**src/rtl/knockout_injector.sv**
```systemverilog
// Inline fetch-stream injector: after a trigger hit and a programmed number of
// accepted beats, replaces the next cfg_len beats with a latched knockout word.
module knockout_injector #(
  parameter int INST_W = 32,
  parameter int DLY_W  = 8,
  parameter int LEN_W  = 4
) (
  input  logic              clk,
  input  logic              rst,
  input  logic              arm,
  input  logic              disarm,
  input  logic [1:0]        trig_sel,
  input  logic              trig1,
  input  logic              trig2,
  input  logic [DLY_W-1:0]  cfg_delay,
  input  logic [LEN_W-1:0]  cfg_len,
  input  logic [INST_W-1:0] cfg_inst,
  input  logic [INST_W-1:0] inst_in,
  input  logic              inst_in_valid,
  output logic              inst_in_ready,
  output logic [INST_W-1:0] inst_out,
  output logic              inst_out_valid,
  input  logic              inst_out_ready,
  output logic              busy,
  output logic              fired,
  output logic              done
);

  typedef enum logic [2:0] {IDLE, ARMED, DELAY, INJECT, DONE} state_e;

  state_e             state_q;
  logic [DLY_W-1:0]   cfg_dly_q, dly_cnt_q;
  logic [LEN_W-1:0]   cfg_len_q, len_cnt_q;
  logic [INST_W-1:0]  cfg_inst_q;
  logic [1:0]         sel_q;
  logic               fired_q, done_q;
  logic               beat, hit;

  assign beat = inst_in_valid & inst_out_ready;

  always_comb begin
    hit = 1'b0;
    unique case (sel_q)
      2'b00: hit = trig1;
      2'b01: hit = trig2;
      2'b10: hit = trig1 | trig2;
      2'b11: hit = trig1 & trig2;
    endcase
  end

  always_ff @(posedge clk or negedge rst) begin
    if (!rst) begin
      state_q    <= IDLE;
      cfg_dly_q  <= '0;
      cfg_len_q  <= '0;
      cfg_inst_q <= '0;
      sel_q      <= '0;
      dly_cnt_q  <= '0;
      len_cnt_q  <= '0;
      fired_q    <= 1'b0;
      done_q     <= 1'b0;
    end else begin
      done_q <= 1'b0;
      if (disarm) begin
        // disarm pre-empts arm, hits and the final beat alike
        state_q <= IDLE;
        fired_q <= 1'b0;
      end else begin
        unique case (state_q)
          IDLE, DONE: if (arm) begin
            cfg_dly_q  <= cfg_delay;
            cfg_len_q  <= cfg_len;
            cfg_inst_q <= cfg_inst;
            sel_q      <= trig_sel;
            fired_q    <= 1'b0;
            state_q    <= ARMED;
          end
          ARMED: if (hit) begin
            if (cfg_len_q == '0) begin
              state_q <= DONE;
              done_q  <= 1'b1;
              fired_q <= 1'b1;
            end else if (cfg_dly_q == '0) begin
              state_q   <= INJECT;
              len_cnt_q <= cfg_len_q;
            end else begin
              state_q   <= DELAY;
              dly_cnt_q <= cfg_dly_q;
            end
          end
          DELAY: if (beat) begin
            if (dly_cnt_q == DLY_W'(1)) begin
              state_q   <= INJECT;
              len_cnt_q <= cfg_len_q;
            end else begin
              dly_cnt_q <= dly_cnt_q - DLY_W'(1);
            end
          end
          INJECT: if (beat) begin
            if (len_cnt_q == LEN_W'(1)) begin
              state_q <= DONE;
              done_q  <= 1'b1;
              fired_q <= 1'b1;
            end else begin
              len_cnt_q <= len_cnt_q - LEN_W'(1);
            end
          end
          default: state_q <= IDLE;
        endcase
      end
    end
  end

  assign inst_out       = (state_q == INJECT) ? cfg_inst_q : inst_in;
  assign inst_out_valid = inst_in_valid;
  assign inst_in_ready  = inst_out_ready;
  assign busy           = (state_q == ARMED) | (state_q == DELAY) | (state_q == INJECT);
  assign fired          = fired_q;
  assign done           = done_q;

endmodule

```
**config.mk**
```make
export PLATFORM = sky130hd
export DESIGN_NAME = knockout_injector
export DESIGN_NICKNAME = d
export VERILOG_FILES = /design/src/rtl/knockout_injector.sv
export SDC_FILE = /design/constraint.sdc
export NUM_CORES = 1
export LEC_CHECK = 0
export ABC_AREA = 0
export BUFFER_PORTS_ARGS = -buffer_cell sky130_fd_sc_hd__clkbuf_2
export CORE_UTILIZATION = 50
export DETAILED_ROUTE_END_ITERATION = 16
export PLACE_DENSITY = 0.91
export SYNTH_ARGS = -nofsm -noshare
export SYNTH_HDL_FRONTEND = slang
export SYNTH_SLANG_ARGS = --single-unit
```
**constraint.sdc**
```tcl
create_clock -name clk -period 5.61 [get_ports clk]
set_input_delay 0.561 -clock clk [delete_from_list [all_inputs] [get_ports clk]]
set_output_delay 0.561 -clock clk [all_outputs]
set_load 0.05 [all_outputs]
```
# == Yosys cells after proc, flatten, opt, wreduce, memory -nomap -nowiden ==
# Index checks and enable logic that the tools add are counted.
# W data, S select, Z words.
# op_classes
muxes,39
n_reduce_logical,13
addsub,2
n_bitwise,6
eq_ne,25
# ops
op,count
$mux W8,5
$mux W32,1
$mux W4,7
$mux W3,8
$ne A3 B3 Y1 const B,7
$ne A2 B2 Y1 const B,9
$pmux W8 S2,1
$mux W1,12
$pmux W3 S4,1
$pmux W4 S3,1
$reduce_and A6 Y1,2
$reduce_and A9 Y1,1
$eq A8 B1 Y1 const B,1
$logic_not A8 Y1,1
$sub A8 B1 Y8 const B,1
$reduce_and A7 Y1,1
$eq A3 B2 Y1 const B,2
$eq A2 B2 Y1 const B,2
$eq A4 B1 Y1 const B,1
$logic_not A4 Y1,1
$pmux W1 S4,1
$reduce_bool A4 Y1,1
$sub A4 B1 Y4 const B,1
$eq A3 B1 Y1 const B,1
other kinds (13),16
# word_totals
wordCells,94
out_inout_bits,37
register_bits,63
in_bits,86

# == Depth between registers and ports, before layout ==
# Gate-level depths: netlist of run 1.
# logic_depth
depth_word,6
depth_mapped,7
depth_no_buf,7

# == Least setup slack after synthesis of run 1 ==
# Ideal clock, no wire load.
# synth_path
path_type,register to output
start,register state_q[0]
end,output inst_out[10]
t_required_ps,5049
path_slack_ps,3526
stages_incl_launch_ff,6
arrival_time_ps,1523
path_cell_list,dfrtp_1 > nand2_1 > or2_1 > clkbuf_1 > buf_1 > mux2_2
# synth_between
elab_chain_cells,2
# synth_rtl
element,line_no,rtl
start: declaration,31,state_e state_q;
start signal: assignment,53,state_q <= IDLE;
start signal: assignment,66,state_q <= IDLE;
start signal: assignment,76,state_q <= ARMED;
$eq A3 B2 Y1,114,assign inst_out = (state_q == INJECT) ? cfg_inst_q : inst_in;
$mux W32,114,
end: declaration,21,"output logic [INST_W-1:0] inst_out,"
# Every way passes these cells.

# == Final worst setup path of run 1 ==
# layout_path
start,register state_q[2]
end,output inst_out[29]
# Same word-level chain as after synthesis.

==> results list, run 1 <==
* Transition time at the pin with the least slew margin: 1150 ps
* Worst R2R Path Depth: 5
* Count of different cell masters after synthesis: 53
- The cell sitting at the root of the clock tree is a sky130_fd_sc_hd__clkbuf_8.
- Post-synth net total: between 300 and 400
- In this run the register-to-register setup slack is 3070 ps.
- The run finished with clean final reports.
- Clk Latency, worst-skew pair: roughly 350 ps
- CTS sink cnt: 63
- The number of global-route vias before repair is 2614.
* Quantity of gates resized following cts: 0
* Overall die area: 0.00731 mm²
* Wire length of the first global-routing pass: around 12 mm
- Summing every instance area after synthesis gives 0.00348 mm².
* Critical path startpoint: state_q[2]$_DFFE_PN0P_
- Period utilization: 48.7%
- Multi-input gate area: about 0.0018 mm²
- STA classifies the critical path startpoint as a flop.
- Chip width: 85.5 µm
- Setup Crit Path Kind: flop to output pin
* Number of levels in the clock H-tree: 3
* Number of standard-cell rows in the floorplan: 30
* Filler instances: just over 500
* Number of DRC markers after the initial detailed-route iteration: 215
* Number of antenna violations at the first check in global routing: 0
* Count of buffers added by post-CTS timing repair for setup: 0
- Gr usage total: between 20% and 30%
- Setup WS post-layout: between 2000 and 3000 ps
- Largest cells by area after synthesis: sky130_fd_sc_hd__dfrtp_1 45%, sky130_fd_sc_hd__mux2_2 25%, sky130_fd_sc_hd__mux2_4 4.3%
- Share of synthesized flip-flops with an asynchronous set or reset: 100%
- Path class of the lowest-slack min-delay path: input port to async pin
- After detailed routing, the average wire length per cell comes to 15.6 µm.
- Startpoint of the worst register-to-register path: state_q[1]$_DFFE_PN0P_
- Area share of the largest cell type after synthesis: around 45%
- The initial utilization of the core area, before any placement, comes to between 50 and 60%.
- Die Height: around 85 µm
- Setup repair after global routing left no endpoint under its margin.
* Nets: roughly 490
- Worst Setup EP: inst_out[29]
* Yosys warnings: 0
- Count of flip-flops with a built-in enable after synthesis: 0
- Endpoint type of the worst setup path: output pin
* Post-layout utilization of the core: about 63%
* Critical path data required time: roughly 5100 ps
* Maximum number of pins on one net before global-route repair: 64
* Terminus of the critical flop-to-flop path: len_cnt_q[1]$_DFFE_PN0P_
* Largest fanout of any net on the critical path: between 40 and 50
* Number of instances in the placed design: ~470
* Max-slew headroom: 22.7%
- The longest clock path from root to sink contains 2 buffers.
- Data on the critical path arrives at its endpoint at 2170 ps.
- The core region is about 0.0068 mm².
- Clock-pin slew on the worst setup and hold paths: roughly 70 ps
- Hold violation total from the final report: 0
- Dividing the detail-routed via count by the number of cells gives 5.45.
- The total overflow left after global routing is 0.
- Setup violations remaining at the end of the flow were counted as 0.
* Ys flop type: sky130_fd_sc_hd__dfrtp_1
- Port-buffer cells: roughly 120
- Averaged over all synthesized cells, the footprint is approximately 12 µm².
- Final-report max-slew violation count: 0
* PnR Total Power: roughly 2.2 mW
- Antenna Nets Post-Route: 0
* Max-capacitance violation count: 0
* Cell Pwr Density: around 520 mW/mm²
- After synthesis, flip-flops and latches occupy between 40% and 50% of the total area.
- Pin placement for this block handled between 100 and 150 I/O pins.
- Total wirelength of the detailed-routed design: between 7 and 8 mm
- The commonest cells after synthesis are 78 x sky130_fd_sc_hd__mux2_2, 63 x sky130_fd_sc_hd__dfrtp_1, 17 x sky130_fd_sc_hd__nor2_1, 14 x sky130_fd_sc_hd__a21oi_1, 10 x sky130_fd_sc_hd__mux2_4.
- In the routed design, unresolved DRC markers number 0.
* CTS Hold Buffers Added: 0
- In the final timing run, aggregate negative setup slack is 0 ps.
* Number of buffers inserted during clock tree synthesis: 9
- Weighted congestion reported at the end of routability-driven placement: between 0.8 and 0.9
- 0 antenna diodes ended up in the layout.
- Post-synthesis cell type with the largest combined area: sky130_fd_sc_hd__dfrtp_1
* Synthesized instance count: between 200 and 300
- For this design the static power due to leakage is 1.99 nW.
- Synth-to-layout area growth: 23.1%
- Pre-antenna DRT Iters: 4
* Layout Cells excl Fill: 482
- The sequential cells in the finished layout cover a total of approximately 0.0016 mm².
- Summed over all nets, the half-perimeter wirelength after detailed placement is 5.59 mm.
* Achievable frequency: approximately 370 MHz
- Number of synthesized register bits: 63
- Across all layers, the routed design uses 2625 vias.
* Clock tree from TritonCTS: yes
- Leading cell type by number of instances after synthesis: sky130_fd_sc_hd__mux2_2
- Post-layout minimum cycle time: around 2700 ps
- Largest clock skew in the final design: approximately 6.6 ps
- In the final layout, the share of cells above drive strength 1 is 61.7%.
- IR Drop Worst-Case VDD: around 0.33 mV
* Post-Place Worst Slack: 3130 ps
[worst max-delay path, cell delays in order (launching register included)]
cell                       delay [ps]
sky130_fd_sc_hd__dfrtp_1          590
sky130_fd_sc_hd__or2_1            160
sky130_fd_sc_hd__buf_4            410
sky130_fd_sc_hd__mux2_2           400
sky130_fd_sc_hd__clkbuf_2         240
[area by class of cell]
cell class	count	share of cell area [%]
flip-flops and latches	63	36.8
repair buffers	124	14.6
well taps	80	2.33
clock buffers	9	2.89
multi-input cells	192	41.7
inverters	7	0.613
clock inverters	7	1.14
[cells by family after synthesis]
| group | Yosys count | share of synthesized area [%] |
|---|---|---|
| mux | 88 | 29.5 |
| flops | 63 | 45.2 |
| simple gates | 56 | 10.2 |
| compound gates | 36 | 8.12 |
| buf+inv | 25 | 3.52 |
| xor+xnor | 8 | 2.01 |
| fa+ha+maj | 4 | 1.44 |
[worst min-delay path by stage]
stage / end / slack (ps) / cells after the start
after detailed placement: cfg_inst_q[8]$_DFFE_PN0P_ / 490 / 1
after global routing: cfg_dly_q[2]$_DFFE_PN0P_ / 430 / 2
final: done$_DFF_PN0_ / 370 / 2
after CTS: cfg_inst_q[31]$_DFFE_PN0P_ / 410 / 2
after floorplan: cfg_dly_q[0]$_DFFE_PN0P_ / 270 / 0
after global placement: cfg_inst_q[1]$_DFFE_PN0P_ / 490 / 1
[power breakdown]
group          switching, mW  leakage, nW  internal, mW  total, mW
Clock                  0.189       0.0776         0.160      0.349
Sequential             0.203        0.755         0.677      0.880
Combinational          0.524         1.16         0.494       1.02
Total                  0.917         1.99          1.33       2.25
[per-stage QoR]
| stage | hold WS, ps | cell area (µm²) |
|---|---|---|
| floorplan | 265 | 3480 |
| global placement | 486 | 4120 |
| detailed placement | 493 | 4120 |
| CTS | 414 | 4290 |
| global route | 433 | 4290 |
| finish | 368 | 4290 |
[registers in the layout, indices dropped and copies added (netlist names)]
| signal | cells |
|---|---|
| cfg_len_q | 4 |
| fired | 1 |
| dly_cnt_q | 8 |
| cfg_dly_q | 8 |
| done | 1 |
| len_cnt_q | 4 |
| sel_q | 2 |
| cfg_inst_q | 32 |
| state_q | 3 |
[layout by cell type, fill, tap and decap left out, types with 4 or more instances in the layout]
cell type,count
sky130_fd_sc_hd__clkbuf_8,9
sky130_fd_sc_hd__clkbuf_2,122
sky130_fd_sc_hd__nor2_1,17
sky130_fd_sc_hd__dfrtp_1,63
sky130_fd_sc_hd__mux2_4,10
sky130_fd_sc_hd__xor2_1,4
sky130_fd_sc_hd__inv_1,6
sky130_fd_sc_hd__mux2_2,78
sky130_fd_sc_hd__xnor2_1,4
sky130_fd_sc_hd__ha_1,4
sky130_fd_sc_hd__nand2_1,8
sky130_fd_sc_hd__a21oi_1,14
sky130_fd_sc_hd__clkinvlp_4,4
[layer usage]
layer	global-route usage, %	part of all wire [%]
met5	0	0
met4	7.73	1.5
met3	6.13	7.4
met2	36.2	50
met1	28.4	41
No activity file was read; power rests on OpenSTA's default activity.
==> run 2: changes to the inputs <==
Clock period 5.61 ns to 2.55 ns, I/O delays scaled along.
==> run 2 against run 1 <==
Worst setup slack got worse by 2600 ps; global-route usage rose by 0.37 points; largest cell class unchanged; worst hold slack got worse by 360 ps; design area rose by 1.1%; highest routed layer unchanged; critical path type unchanged; clock skew barely moved.
==> results list, run 2 (synthesized netlist as in run 1, its figures left out) <==
- The power per unit of standard cell area was 1140 mW/mm² (was 524 mW/mm²).
- The post-detailed-placement cell area was 0.00418 mm² (was 0.00412 mm²).
- Hold violation total from the final report: 0 (unchanged)
- The clock latency on the worst-skew pair came to 330 ps (was 350 ps).
- The TritonCTS buffer count was 9 (unchanged).
- The relative slew slack was 45.6% (was 22.7%).
* Stages on worst setup path: 5 (was 4)
- Number of standard-cell rows in the floorplan: 30 (unchanged)
- The die outline width was 85.5 µm (unchanged).
* Fraction of final layout cells sized beyond drive strength 1: 61.4% (was 61.7%)
- The fraction of met1 tracks used by global routing is 27.0% (was 28.4%).
- Overall die area: 0.00731 mm² (unchanged)
- Max-capacitance violation count: 0 (unchanged)
- The effective utilization at floorplan came to 51.6% (unchanged).
- Ordered list of cells on the worst path: nand2_1, or2_1, buf_12, mux2_2, clkbuf_2 (was or2_1, buf_4, mux2_2, clkbuf_2).
- Unrepaired setup endpoints after global routing: false (unchanged).
- Core box area: 0.00676 mm² (unchanged)
- The post-route DRC violation count is 0 (unchanged).
- The endpoint of the most critical setup path is inst_out[31] (was inst_out[29]).
* P_int: 2.96 mW (was 1.33 mW)
- The routed wirelength normalized by instance count is 15.7 µm (was 15.6 µm).
- The startpoint type of the worst setup path is a flop (unchanged).
* Comb pwr share: 46.3% (was 45.3%)
- # diodes: 0 (unchanged)
* Highest-utilization routing layer at the global route stage: met2 (unchanged)
- Design area: 0.00434 mm² (was 0.00429 mm²)
* Maximum number of pins on one net before global-route repair: 36 (was 64)
- The met2 demand-to-capacity share in global routing came to 38.3% (was 36.2%).
* Via count of the routed design: 2623 (was 2625)
- Gr usage total: 22.5% (was 22.2%)
- The worst path uses 89.8% of the clock period.
* Outcome: finished clean (unchanged)
- CTS Hold Buffers Added: 0 (unchanged)
- The global-route met3 utilization is 6.13% (unchanged).
- The flip-flop count of the largest register after layout came to 32 (unchanged).
- Total wirelength of the detailed-routed design: 7.66 mm (was 7.53 mm)
- The count of instances resized after the clock tree is built came to 0 (unchanged).
* Leakage: 2.03 nW (was 1.99 nW)
- Die Height: 85.5 µm (unchanged)
- The number of global-route vias before repair was 2748 (was 2614).
- Number of DRC markers after the initial detailed-route iteration: 95 (was 215)
* Min Hold Slack: 6.19 ps (was 368 ps)
- The length in cells of the worst reg-to-reg path was 5 (unchanged).
- Number of levels in the clock H-tree: 3 (unchanged)
* Maximum buffer depth of the clock tree: 2 (unchanged)
- The cell family with the largest share of critical-path delay is flip-flops (was buffers and inverters).
- The first-pass GRT wire length came to 12.7 mm (was 12.4 mm).
- Largest fanout of any net on the critical path: 35 (was 42)
- The initial antenna violation count is 0 (unchanged).
- Largest clock skew in the final design: 6.14 ps (was 6.62 ps)
- The number of top-level pins was 123 (unchanged).
- The startpoint of the lowest-slack register-to-register path is cfg_dly_q[4]$_DFFE_PN0P_ (was state_q[1]$_DFFE_PN0P_).
* Fraction of power spent switching nets: 40.0% (was 40.8%)
* Leading registers by flop count: cfg_inst_q: 32 flops, cfg_dly_q: 8 flops, dly_cnt_q: 8 flops (unchanged)
* Final-report max-slew violation count: 0 (unchanged)
* Critical path startpoint: state_q[0]$_DFFE_PN0P_ (was state_q[2]$_DFFE_PN0P_)
- Data arrival time of the worst path: 2030 ps (was 2170 ps)
- Detail-routed via count per cell: 5.39 (was 5.45)
* Antenna Nets Post-Route: 0 (unchanged)
* CTS sink cnt: 63 (unchanged)
- Terminus of the critical flop-to-flop path: len_cnt_q[1]$_DFFE_PN0P_ (unchanged)
- The final setup TNS was 0 ps (unchanged).
* Setup Crit Path Kind: flop to output pin (unchanged)
* IR Drop Worst-Case VDD: 0.645 mV (was 0.331 mV)
* Clock network power share: 14.6% (was 15.5%)
- The CTS clock-pin slew for the worst setup and hold paths was 70 ps (about the same).
- Pre-antenna DRT Iters: 4 (unchanged)
* Slowest stage delay, CP: 550 ps (was 590 ps)
* Achievable frequency: around 440 MHz
* Post-layout utilization of the core: 64.2% (was 63.5%)
- # setup viols final: 0 (unchanged)
* Weighted congestion reported at the end of routability-driven placement: 0.840 (was 0.856)
- Sequential cell fraction of total power: 39.1% (was 39.2%)
* Library cell contributing the largest single delay on the critical path: sky130_fd_sc_hd__dfrtp_1 (unchanged)
* Switching pwr: 1.97 mW (was 917 µW)
* Clock tree from TritonCTS: yes (unchanged)
* Most common cell after layout, fill and taps aside: sky130_fd_sc_hd__clkbuf_2 (unchanged)
- Count of buffers added by post-CTS timing repair for setup: 0 (unchanged)
* Transition time at the pin with the least slew margin: 817 ps (was 1150 ps)
- The worst path needs 2290 ps of the cycle, external delays included.
- Reg-to-reg slack, setup: 500 ps (was 3070 ps)
* Sum of overflow across all layers after global routing: 0 (unchanged)
- The cell at the root of the clock tree is sky130_fd_sc_hd__clkbuf_8 (unchanged).
- Top library cells by usage in the layout, fill and taps aside: 122 x sky130_fd_sc_hd__clkbuf_2, 78 x sky130_fd_sc_hd__mux2_2, 63 x sky130_fd_sc_hd__dfrtp_1, 17 x sky130_fd_sc_hd__nor2_1, 14 x sky130_fd_sc_hd__a21oi_1 (unchanged)
* Critical path data required time: 2300 ps (was 5050 ps)
- The port buffer count is 122 (unchanged).
- Endpoint type of the worst setup path: output pin (unchanged)
* Combined buffer and inverter count along the critical path: 2 (unchanged)
* Register bank with the most flops: cfg_inst_q (unchanged)
* DP Wirelength: 5.96 mm (was 5.59 mm)
* Nets: 492 (was 487)
- The kind of path behind the tightest hold check is input port to async pin (unchanged).
- The synthesis-to-finish area growth came to 24.4% (was 23.1%).
[run 2: layer usage]
| layer | share of wire [%] | routed length (µm) |
|---|---|---|
| met1 | 41 | 3120 |
| met2 | 51 | 3900 |
| met3 | 6.2 | 472 |
| met4 | 2.3 | 176 |
| met5 | 0 | 0 |
[run 2: how the worst min path moves through the flow]
stage               slack (ps)  startpoint  depth (start not counted)                       end
CTS                         30         rst                          1  dly_cnt_q[6]$_DFFE_PN0P_
global placement           370         rst                          1    state_q[1]$_DFFE_PN0P_
detailed placement         390         rst                          1    state_q[1]$_DFFE_PN0P_
floorplan                  -40         rst                          0  cfg_dly_q[0]$_DFFE_PN0P_
global route                70         rst                          1    state_q[1]$_DFFE_PN0P_
finish                       6         rst                          1    state_q[1]$_DFFE_PN0P_
[run 2: area by class of cell]
cell class / count / area, µm²
inverters: 7 / 26.3
fillers: 531 / 2420
flip-flops and latches: 63 / 1580
multi-input cells: 192 / 1790
repair buffers: 129 / 688
well taps: 80 / 100
clock inverters: 4 / 22.5
clock buffers: 12 / 135
[run 2: through the flow]
step	power, mW	setup WS, ps	instances
finish	4.94	260	487
global route	5.26	147	487
detailed placement	4.23	511	471
floorplan	3.70	640	280
CTS	4.96	258	487
global placement	4.09	559	471
[run 2: power by group through the flow]
stage / Sequential [mW] / Combinational [mW] / Clock (mW)
6_report: 1.93 / 2.28 / 0.719
5_1_grt: 2.01 / 2.47 / 0.784
4_1_cts: 1.93 / 2.30 / 0.733
3_5_place_dp: 1.94 / 2.29 / 0
3_3_place_gp: 1.90 / 2.19 / 0
2_1_floorplan: 1.77 / 1.93 / 0
==> run 3: changes to the inputs <==
Settings changed: CELL_PAD_IN_SITES_DETAIL_PLACEMENT from default to 1, CELL_PAD_IN_SITES_GLOBAL_PLACEMENT from default to 1, CORE_UTILIZATION 50 to 39.
Clock period 2.55 ns to 2.4 ns, I/O delays scaled along.
==> run 3 against run 2 <==
Worst hold slack improved by 76 ps; via count increased by 2.9%; core utilization shrank 13 points; routed wire length grew 20%; combinational power up 9.2%; critical path depth stayed put; die area is 28% higher; non-clock buffer count stayed put; clock-buffer cell count fell by 3; flip-flop and latch count is the same.
==> results list, run 3 (synthesized netlist as in run 1, its figures left out) <==
- Outcome: finished clean (unchanged).
* Chip width: 96.5 µm (was 85.5 µm)
- The net switching power of the design came to 2.25 mW (was 1.97 mW).
- The clock latency on the worst-skew pair was 340 ps (was 330 ps).
* Achievable frequency: 435 MHz
- The number of slew-limit violations in the final report is 0 (unchanged).
- The cell at the root of the clock tree is sky130_fd_sc_hd__clkbuf_8 (unchanged).
* Endpoint type of the worst setup path: output pin (unchanged)
* # setup viols final: 0 (unchanged)
* Worst Setup Start Kind: flop (unchanged)
- The buffers inserted during post-CTS setup optimization came to 0 (unchanged).
- The clock sink count is 63 (unchanged).
- The number of global-route vias before repair was 2859 (was 2748).
- The synthesis-to-finish area growth came to 27.3% (was 24.4%).
* Clock tree from TritonCTS: yes (unchanged)
- Design area: 0.00444 mm² (was 0.00434 mm²)
- Hold violation total from the final report: 0 (unchanged)
* Maximum buffer depth of the clock tree: 2 (unchanged)
- Max-slew headroom: 46.6% (was 45.6%)
* Top library cells by usage in the layout, fill and taps aside: 122 x sky130_fd_sc_hd__clkbuf_2, 78 x sky130_fd_sc_hd__mux2_2, 63 x sky130_fd_sc_hd__dfrtp_1, 17 x sky130_fd_sc_hd__nor2_1, 14 x sky130_fd_sc_hd__a21oi_1 (unchanged)
- The critical path's slowest cell is sky130_fd_sc_hd__dfrtp_1 (unchanged).
* Comb pwr share: 43.6% (was 46.3%)
* Number of standard-cell rows in the floorplan: 34 (was 30)
* Wire length of the first global-routing pass: 14.5 mm (was 12.7 mm)
- Total wirelength of the detailed-routed design: 9.21 mm (was 7.66 mm)
- Ordered list of cells on the worst path: nand2_1, or2_1, buf_6, mux2_2, clkbuf_2 (was nand2_1, or2_1, buf_12, mux2_2, clkbuf_2)
- Leading registers by flop count: cfg_inst_q: 32 flops, cfg_dly_q: 8 flops, dly_cnt_q: 8 flops (unchanged)
- The final setup TNS came to 0 ps (unchanged).
- Fraction of final layout cells sized beyond drive strength 1: 62.2% (was 61.4%)
- Fraction of power spent switching nets: 39.4% (was 40.0%)
- PnR Total Power: 5.71 mW (was 4.94 mW)
- Boundary Pins: 123 (unchanged)
- Leakage: 2.06 nW (was 2.03 nW)
* Overall die area: 0.00932 mm² (was 0.00731 mm²)
* Pre-antenna DRT Iters: 4 (unchanged)
* Setup Crit Path Kind: flop to output pin (unchanged)
- The detailed-route vias per instance is 5.24 (was 5.39).
- The endpoint required time on the critical path came to 2160 ps (was 2300 ps).
* Clock-pin slew on the worst setup and hold paths: 80 ps (was 70 ps)
* Register bank with the most flops: cfg_inst_q (unchanged)
- The post-route DRC violation count was 0 (unchanged).
* Antenna Nets Post-Route: 0 (unchanged)
* Most common cell after layout, fill and taps aside: sky130_fd_sc_hd__clkbuf_2 (unchanged)
- Gr usage total: 21.2% (was 22.5%)
- Core box area: 0.00868 mm² (was 0.00676 mm²)
- The delay of the slowest critical-path stage is 570 ps (was 550 ps).
- The routed via count is 2700 (was 2623).
- Post-layout minimum cycle time: 2300 ps
- The flip-flop count of the largest register after layout is 32 (unchanged).
* Clock network power share: 20.1% (was 14.6%)
- Post-detailed-placement cell area: 0.00419 mm² (was 0.00418 mm²)
- Starting Density: 40.2% (was 51.6%)
- Unrepaired setup endpoints after global routing: false (unchanged)
- The half-perimeter wire length of the detailed placement result is 6.56 mm (was 5.96 mm).
- P_int: 3.46 mW (was 2.96 mW)
- The max-capacitance violation count was 0 (unchanged).
- The critical path arrival is 2060 ps (was 2030 ps).
- Number of instances in the placed design: 499 (was 471)
- The final setup skew is 10.4 ps (was 6.14 ps).
* Largest fanout of any net on the critical path: 27 (was 35)
* Transition time at the pin with the least slew margin: 801 ps (was 817 ps)
- Period utilization: a little over nine tenths
- Cell Pwr Density: 1290 mW/mm² (was 1140 mW/mm²)
- Sequential cell fraction of total power: 36.4% (was 39.1%)
- Path class of the lowest-slack min-delay path: input port to async pin (unchanged)
- The number of nets in the finished design came to 492 (unchanged).
* IR Drop Worst-Case VDD: 0.561 mV (was 0.645 mV)
- The pin count of the biggest net entering global routing came to 64 (was 36).
* Min Hold Slack: 82.5 ps (was 6.19 ps)
* Routed length per placed instance: 17.9 µm (was 15.7 µm)
* # diodes: 0 (unchanged)
- The initial antenna violation count is 0 (unchanged).
- The count of non-filler cells in the finished layout is 515 (was 487).
- The weighted congestion at the end of routability-driven global placement is 0.851 (was 0.840).
* Number of buffers inserted during clock tree synthesis: 9 (unchanged)
- The level count of the clock H-tree came to 3 (unchanged).
* Port-buffer cells: 122 (unchanged)
- The detailed router's first-iteration violation count is 103 (was 95).
- Sum of overflow across all layers after global routing: 0 (unchanged)
* Die Height: 96.5 µm (was 85.5 µm)
==> run 3: changes by cell type in the layout (fill, tap and decap cells not counted), sizes merged <==
cell    delta
bufinv     +3
clkbuf     -3
clkinv     -1
inv        +1
==> run 3: path summary, 6_finish.rpt <==
path / cells past startpoint / slack [ps] / end / startpoint
max: 5 / 100 / inst_out[1] / state_q[1]$_DFFE_PN0P_
min: 2 / 80 / cfg_inst_q[25]$_DFFE_PN0P_ / rst
max reg2reg: 5 / 320 / len_cnt_q[1]$_DFFE_PN0P_ / cfg_dly_q[4]$_DFFE_PN0P_
min reg2reg: 1 / 510 / cfg_inst_q[28]$_DFFE_PN0P_ / cfg_inst_q[28]$_DFFE_PN0P_
max in group asynchronous: 2 / 1780 / dly_cnt_q[7]$_DFFE_PN0P_ / rst
min in group clk: 2 / 120 / cfg_inst_q[2]$_DFFE_PN0P_ / cfg_inst[2]
==> run 3: power by group through the flow <==
stage	clock, mW	combinational [mW]	sequential [mW]
global route	1.21	2.70	2.15
detailed placement	0	2.45	2.07
finish	1.15	2.49	2.08
global placement	0	2.33	2.02
floorplan	0	2.05	1.89
CTS	1.17	2.51	2.08
==> run 3: routing by layer <==
layer | part of all wire (%) | up-vias | GRT usage, % | wire length [µm]
met5 | 0 | - | 0 | 0
met2 | 51 | 105 | 35.9 | 4710
met1 | 40 | 1320 | 24.6 | 3680
met3 | 6.4 | 17 | 6.65 | 590
li1 | - | 1258 | - | -
met4 | 2.5 | 0 | 9.56 | 230
==> run 3: repair_timing <==
| item | in CTS | in global routing |
|---|---|---|
| resized for setup | 0 | 1 |
| hold buffers | 0 | 0 |
| setup endpoints to repair | 0 | 24 |
==> run 3: worst max-delay path: cells and delay by family, from the launching register on <==
| family | cells | cell delay (ps) |
|---|---|---|
| buffers and inverters | 2 | 440 |
| and+or+nand+nor | 2 | 390 |
| muxes | 1 | 310 |
| DFF | 1 | 570 |
==> run 3: through the flow <==
step | utilization [%] | setup slack, ps
after detailed placement | 48.3 | 266
after global placement | 48.3 | 377
final | 51.1 | 103
after floorplan | - | 490
after global routing | 51.1 | 14.4
after CTS | 51.1 | 37.4
==> run 3: final cells by class <==
type	instances	area [µm²]
Fill cell	975	4240
Multi-Input combinational cell	192	1790
Sequential cell	63	1580
Timing Repair Buffer	129	667
Tap cell	108	135
Clock buffer	9	124
Clock inverter	7	120
Inverter	7	26.3
